$ cat src/rtl/stream_mux_pkg.sv
// Shared constants for stream_mux: default geometry, FSM encoding and a wrap-around adder.
package stream_mux_pkg;

    localparam int unsigned DefWidth    = 16;
    localparam int unsigned DefChannels = 4;

    typedef enum logic {
        StIdle   = 1'b0,
        StLocked = 1'b1
    } mux_state_e;

    // (base + off) mod modulus, assuming base < modulus and off < modulus.
    function automatic int unsigned wrap_add(int unsigned base, int unsigned off,
                                             int unsigned modulus);
        int unsigned sum;
        sum = base + off;
        return (sum >= modulus) ? sum - modulus : sum;
    endfunction

endpackage

$ cat src/rtl/rr_arbiter.sv
// Round-robin priority search: first requester at or above i_rr_ptr, wrapping to 0.
module rr_arbiter
    import stream_mux_pkg::*;
#(
    parameter int unsigned CHANNELS = DefChannels,
    parameter int unsigned SELW     = $clog2(CHANNELS)
) (
    input  logic [CHANNELS-1:0] i_req,
    input  logic [SELW-1:0]     i_rr_ptr,
    output logic [CHANNELS-1:0] o_gnt,
    output logic [SELW-1:0]     o_gnt_idx,
    output logic                o_gnt_valid
);

    logic [SELW-1:0] w_cand;

    always_comb begin
        o_gnt       = '0;
        o_gnt_idx   = '0;
        o_gnt_valid = 1'b0;
        w_cand      = '0;
        for (int unsigned i = 0; i < CHANNELS; i++) begin
            w_cand = SELW'(wrap_add(32'(i_rr_ptr), i, CHANNELS));
            if (!o_gnt_valid && i_req[w_cand]) begin
                o_gnt_valid = 1'b1;
                o_gnt_idx   = w_cand;
            end
        end
        o_gnt[o_gnt_idx] = o_gnt_valid;
    end

endmodule

$ cat src/rtl/stream_mux.sv
// Packet-aware N:1 stream multiplexer with round-robin arbitration and a registered output stage.
module stream_mux
    import stream_mux_pkg::*;
#(
    parameter int unsigned WIDTH    = DefWidth,
    parameter int unsigned CHANNELS = DefChannels,
    parameter int unsigned SELW     = $clog2(CHANNELS)
) (
    input  logic                      clk,
    input  logic                      rst_n,
    input  logic [CHANNELS-1:0]       in_valid,
    input  logic [CHANNELS*WIDTH-1:0] in_data,
    input  logic [CHANNELS-1:0]       in_last,
    output logic [CHANNELS-1:0]       in_ready,
    output logic                      out_valid,
    output logic [WIDTH-1:0]          out_data,
    output logic                      out_last,
    output logic [SELW-1:0]           out_sel,
    input  logic                      out_ready
);

    mux_state_e      r_state;
    mux_state_e      w_state_next;
    logic [SELW-1:0] r_gnt_idx;
    logic [SELW-1:0] w_gnt_next;
    logic [SELW-1:0] r_rr_ptr;
    logic [SELW-1:0] w_rr_next;
    logic            r_live;
    logic            r_out_valid;
    logic [WIDTH-1:0] r_out_data;
    logic            r_out_last;
    logic [SELW-1:0] r_out_sel;

    logic [CHANNELS-1:0] w_arb_gnt;
    logic [SELW-1:0]     w_arb_idx;
    logic                w_arb_valid;
    logic                w_can_load;
    logic [SELW-1:0]     w_sel_idx;
    logic                w_accept;
    logic                w_sel_last;
    logic [WIDTH-1:0]    w_sel_data;

    rr_arbiter #(
        .CHANNELS (CHANNELS),
        .SELW     (SELW)
    ) u_arb (
        .i_req       (in_valid),
        .i_rr_ptr    (r_rr_ptr),
        .o_gnt       (w_arb_gnt),
        .o_gnt_idx   (w_arb_idx),
        .o_gnt_valid (w_arb_valid)
    );

    // r_live blocks acceptance on the first edge after reset release.
    assign w_can_load = r_live && (!r_out_valid || out_ready);
    assign w_sel_idx  = (r_state == StLocked) ? r_gnt_idx : w_arb_idx;
    assign w_sel_last = in_last[w_sel_idx];
    assign w_sel_data = in_data[w_sel_idx*WIDTH +: WIDTH];
    assign w_accept   = |(in_valid & in_ready);

    always_comb begin
        in_ready = '0;
        if (w_can_load) begin
            if (r_state == StLocked) begin
                in_ready[r_gnt_idx] = 1'b1;
            end else if (w_arb_valid) begin
                in_ready = w_arb_gnt;
            end
        end
    end

    always_comb begin
        w_state_next = r_state;
        w_gnt_next   = r_gnt_idx;
        w_rr_next    = r_rr_ptr;
        if (w_accept) begin
            if (w_sel_last) begin
                w_state_next = StIdle;
                w_rr_next    = SELW'(wrap_add(32'(w_sel_idx), 1, CHANNELS));
            end else begin
                w_state_next = StLocked;
                w_gnt_next   = w_sel_idx;
            end
        end
    end

    always_ff @(posedge clk or negedge rst_n) begin
        if (!rst_n) begin
            r_state     <= StIdle;
            r_gnt_idx   <= '0;
            r_rr_ptr    <= '0;
            r_live      <= 1'b0;
            r_out_valid <= 1'b0;
            r_out_data  <= '0;
            r_out_last  <= 1'b0;
            r_out_sel   <= '0;
        end else begin
            r_live    <= 1'b1;
            r_state   <= w_state_next;
            r_gnt_idx <= w_gnt_next;
            r_rr_ptr  <= w_rr_next;
            if (w_accept) begin
                r_out_valid <= 1'b1;
                r_out_data  <= w_sel_data;
                r_out_last  <= w_sel_last;
                r_out_sel   <= w_sel_idx;
            end else if (out_ready) begin
                r_out_valid <= 1'b0;
            end
        end
    end

    assign out_valid = r_out_valid;
    assign out_data  = r_out_data;
    assign out_last  = r_out_last;
    assign out_sel   = r_out_sel;

endmodule

$ cat config.mk
export PLATFORM = sky130hd
export DESIGN_NAME = stream_mux
export DESIGN_NICKNAME = d
export VERILOG_FILES = /design/src/rtl/stream_mux_pkg.sv /design/src/rtl/rr_arbiter.sv /design/src/rtl/stream_mux.sv
export SDC_FILE = /design/constraint.sdc
export NUM_CORES = 1
export LEC_CHECK = 0
export BUFFER_PORTS_ARGS = -buffer_cell sky130_fd_sc_hd__buf_4
export CORE_MARGIN = 5
export CORE_UTILIZATION = 45
export DETAILED_ROUTE_END_ITERATION = 10
export MAX_ROUTING_LAYER = met4
export PLACE_DENSITY_LB_ADDON = 0.12
export SLEW_MARGIN = 20
export SYNTH_ARGS = -nofsm -noshare
export SYNTH_HDL_FRONTEND = slang
export SYNTH_SLANG_ARGS = --single-unit
$ cat constraint.sdc
create_clock -name clk -period 2.19 [get_ports clk]
set_input_delay 0.1095 -clock clk [delete_from_list [all_inputs] [get_ports clk]]
set_output_delay 0.1095 -clock clk [all_outputs]
set_load 0.01 [all_outputs]
* Word-level counts from Yosys, hierarchy flattened
Index checks and enable logic that the tools add are counted.
** Word-level totals
- Memory bits (read-only) :: 0
- Logic and storage cells :: 84
- Memories kept :: 0
- Input port bits :: 75
- Output and inout port bits :: 24
- Register bits :: 26
- RAM bits :: 0
- Bits in latches :: 0
** Operators by class
- Reductions and logical operators :: 15
- Order comparisons :: 14
- $add $sub $neg :: 9
- Multiply operators :: 0
- Bitwise logic cells :: 3
- Eq/ne operators :: 0
- Shift operators :: 1
- Divide/modulo/power cells :: 0
- Multiplexer cells :: 34
** Operators with widths (count)
- $shiftx A64 B7 Y16 :: 1
- $lt A2 B3 Y1 const B :: 7
- $mux W2 :: 10
- $mux W1 :: 14
- $ge A3 B3 Y1 const B :: 4
- $mux W4 :: 3
- $bmux W1 S2 :: 5
- $sub A2 B1 Y2 const B :: 5
- $and A4 B4 Y4 :: 2
- $add A2 B1 Y3 const B :: 2
- $add A2 B2 Y3 const B :: 2
- $logic_and A1 B1 Y1 :: 6
- $demux W1 S2 :: 2
- $ge A2 B1 Y1 const B :: 2
- $logic_not A1 Y1 :: 4
- $reduce_and A2 Y1 :: 2
- $reduce_or A4 Y1 :: 1
- $ge A2 B3 Y1 const B :: 1
- $reduce_bool A2 Y1 :: 1
- $logic_or A1 B1 Y1 :: 1
- $not A1 Y1 :: 1

* Longest topological paths before layout
- Word-level depth :: 25
- Depth in mapped cells :: 9
- Mapped depth without buffers :: 6

* Cells and area by module
A second synthesis with hierarchy kept.
** Second synthesis, totals
- Cells, all modules :: 138
- Area, all modules :: 1905.6 µm²
** By module, submodules not included
- stream_mux :: cells each 105, sequential area each 650.6 µm², area an instance 1694.1 µm², instances 1
- rr_arbiter :: cells each 33, sequential area each 0.0 µm², area an instance 211.5 µm², instances 1

* Least setup slack after synthesis
Ideal clock, no wire load.
- Path kind :: register to register
- Start :: register r_rr_ptr[0]
- End :: register r_rr_ptr[1]
- Stages on the path, launching flop included :: 8
- Path buffers :: 1
- Clock period less this slack :: 2.017 ns
- Path slack :: 0.173 ns
- Data arrival time :: 1.892 ns
- Setup time :: 0.125 ns
- Required time :: 2.065 ns
- Cell sequence :: dfrtp_1 -> and2b_1 -> a311oi_2 -> o41a_1 -> buf_4 -> a211oi_2 -> a211o_1 -> mux2_4
** On the way
- Cells in the longest elaborated chain, start to end :: 25
- Elaborated cells between the ends (all ways) :: 56
- Those cells by class :: 9 x add/sub; 7 x order compare; 29 x mux; 2 x bitwise; 9 x reduce/logical
** RTL lines
- start, declared :: RTL line stream_mux.sv:26 : logic [SELW-1:0] r_rr_ptr;
- start signal, assigned :: RTL line stream_mux.sv:101 : r_rr_ptr <= w_rr_next;
- parallel branches: the longest is 25 deep, another holds $add A2 B1 Y3
Several ways; the timed one is not identified. The select of a mux whose other input is x is not followed.
A chain may end at the register's enable or synchronous reset.

* Worst setup path in the final report
Ends and elaborated chain as after synthesis.

==> run metrics <==
die extent in x 73.2 um; Startpoint Class flop; CTS root buffer clkbuf_8; count of final setup violators 0; # port buffers 98; biggest cell delay along the critical path 0.45 ns; Power per Cell Area 1120 mW/mm^2; global routing met3 resource utilization 3.72%; Yosys cell types 38; number of buffers inserted to repair setup after CTS 0; Tightest Hold Check Type input port to flop; WL final 4740 um; Setup Slack @ Placement 0.0772 ns; unrepaired setup endpoints after global routing true; relative slew slack 58.1%; clock-pin slew on the worst setup and hold paths 0.09 ns; average size of a mapped cell 9.76 um^2; most frequent standard cell in the layout excluding fill and tap cells buf_4; Crit path buffers/inverters 1; Hold Violations, Final 0; async set-reset flop share out of synthesis 100%; Seq/Total Area, Yosys 36.2%; worst setup path category flop to flop; clock tree from TritonCTS built; YS warnings 0; cell chain of the critical path nand2b_1, a21oi_1, o41a_1, buf_12, a211o_1, mux2_4; result of the run completed; count of nets left with antenna violations after detail routing 0; top library cells by usage in the layout, fill and taps aside 104 x buf_4, 32 x mux2i_1, 25 x dfrtp_1; initial standard-cell utilization of the core 45.6%; clock latency of the later-clocked register in the worst-skew pair 0.27 ns; Final Cycle Share 94.8%; number of synthesized register bits 26; hold slack final 0.117 ns; Data required, critical path 2.35 ns; number of violations of the max-capacitance limit 0; static power due to leakage 0.00142 uW; clock tree buffer depth 2; worst path arrival time 2.24 ns; total clock buffers created by CTS 3; prevailing post-synth register cell dfrtp_1; detailed-route via count 1764; number of antenna violations at the first check in global routing 0; routed wire length per instance 14.2 um; P&R area growth vs syn 48.7%; Top Family by Delay on Critical Path compound AO/OA/AOI/OAI gates; CP max FO 16; Avg Vias per Cell 5.30; first-iteration detailed-routing DRC count 98; total number of clock tree sinks 26; slew at the pin closest to its max-slew limit 0.626 ns; Period minus WS final 2.08 ns; area of the mapped netlist 0.00180 mm^2; met1 demand-to-capacity share in global routing 23.3%; post-route worst setup slack 0.113 ns; Final Net Count 359; GRT overflow 0; ratio of cells with drive above 1 in the final layout 47.7%; # H-tree levels 1; chip height 73.2 um; final core utilization 67.8%; HPWL after detailed placement 3860 um; global-route wire length before repair 8100 um; register-to-register path setup slack 0.11 ns; maximum vdd drop 529 uV; maximum achievable frequency 482 MHz; drt pass-1 iters 4; Mapped Nets 259; die outline area 0.00536 mm^2; largest net degree at the start of global routing 27; number of rows in the core area 23; gate count of the mapped netlist 184; count of pins on the block boundary 99; sum of negative setup slack 0 ns; count of inserted antenna diode cells 0; core area 0.00394 mm^2; drt drc 0; worst-path cell with the longest stage delay o41a_1; element type at the critical path end flop; busiest layer in global routing met2; met2 track demand over resource 33.5%; number of enable flip-flop cells after synthesis 0; setup clock skew after layout 0.00103 ns; max-slew violation count 0; Total GRT Usage 19.7%; vias in the first global route 1835; routability-driven placement congestion ratio 0.840
## layout make-up
type | count | area (um^2)
multi-input combinational | 144 | 1070
sequential | 26 | 652
timing repair buffer | 107 | 822
inverter | 2 | 7.51
clock buffer | 4 | 55.1
tap | 50 | 62.6
fill | 365 | 1270
## sequential cells by signal (all words and copies together), names as in the netlist
| signal | cells |
|---|---|
| out_last | 1 |
| out_valid | 1 |
| r_rr_ptr | 2 |
| r_state | 1 |
| out_sel | 2 |
| out_data | 16 |
| r_live | 1 |
| r_gnt_idx | 2 |
## where the power goes
group | internal [uW] | switching, uW | total, uW
clock network | 161 | 149 | 310
registers | 699 | 155 | 854
logic | 973 | 859 | 1830
total | 1830 | 1160 | 3000
## synth_stat cells (3+ instances only)
cell type,count,area (um^2)
a21oi_1,10,50.1
mux2i_1,32,320
nand2_1,19,71.3
o21ai_0,16,80.1
mux2_2,16,180
dfrtp_1,26,651
o32ai_1,5,43.8
buf_4,3,22.5
nand2b_1,4,25.0
nor2_1,12,45.0
buf_2,4,20.0
clkbuf_1,3,11.3
## metrics by stage
stage	power [uW]	instance area, um^2	cells
after CTS	3020	2660	333
after global routing	3260	2670	333
after floorplan	2030	1800	184
after detailed placement	2700	2590	328
after global placement	2660	2590	328
final	3000	2670	333
## worst paths after layout
| kind | from | endpoint | cells past startpoint |
|---|---|---|---|
| min in group asynchronous | rst_n | r_rr_ptr[0] | 2 |
| setup reg to reg | r_rr_ptr[0] | r_rr_ptr[1] | 6 |
| hold / removal | out_ready | out_valid | 3 |
| hold reg to reg | out_data[8] | out_data[8] | 2 |
| setup / recovery | r_rr_ptr[0] | r_rr_ptr[1] | 6 |
| max in group asynchronous | rst_n | r_rr_ptr[1] | 2 |
## worst reg2reg max path, cell delays in order (launching register included)
cell and delay (ns):
dfrtp_1 0.41, nand2b_1 0.17, a21oi_1 0.11, o41a_1 0.45
buf_12 0.18, a211o_1 0.33, mux2_4 0.32
## repair_timing
| action | in CTS | in global routing |
|---|---|---|
| setup endpoints to repair | 0 | 17 |
| hold endpoints to repair | 26 | 0 |
| gates resized for setup | 0 | 4 |
| hold buffers | 1 | 0 |
## layer usage
metal | wire (um) | share of wire [%]
met1 | 1830 | 39
met2 | 2450 | 52
met3 | 394 | 8.3
met4 | 61 | 1.3
met5 | 0 | 0
## logic make-up after synthesis
kind of cell	Yosys count	synth area share, %
AOI/OAI and AO/OA	51	19.5
buffers and inverters	14	4.67
and+or+nand+nor	42	10.2
DFF	26	36.2
xor gates and xnor gates	1	0.488
muxes	49	28.7
other	1	0.209
Note: power is estimated with default switching activity, not from simulation.
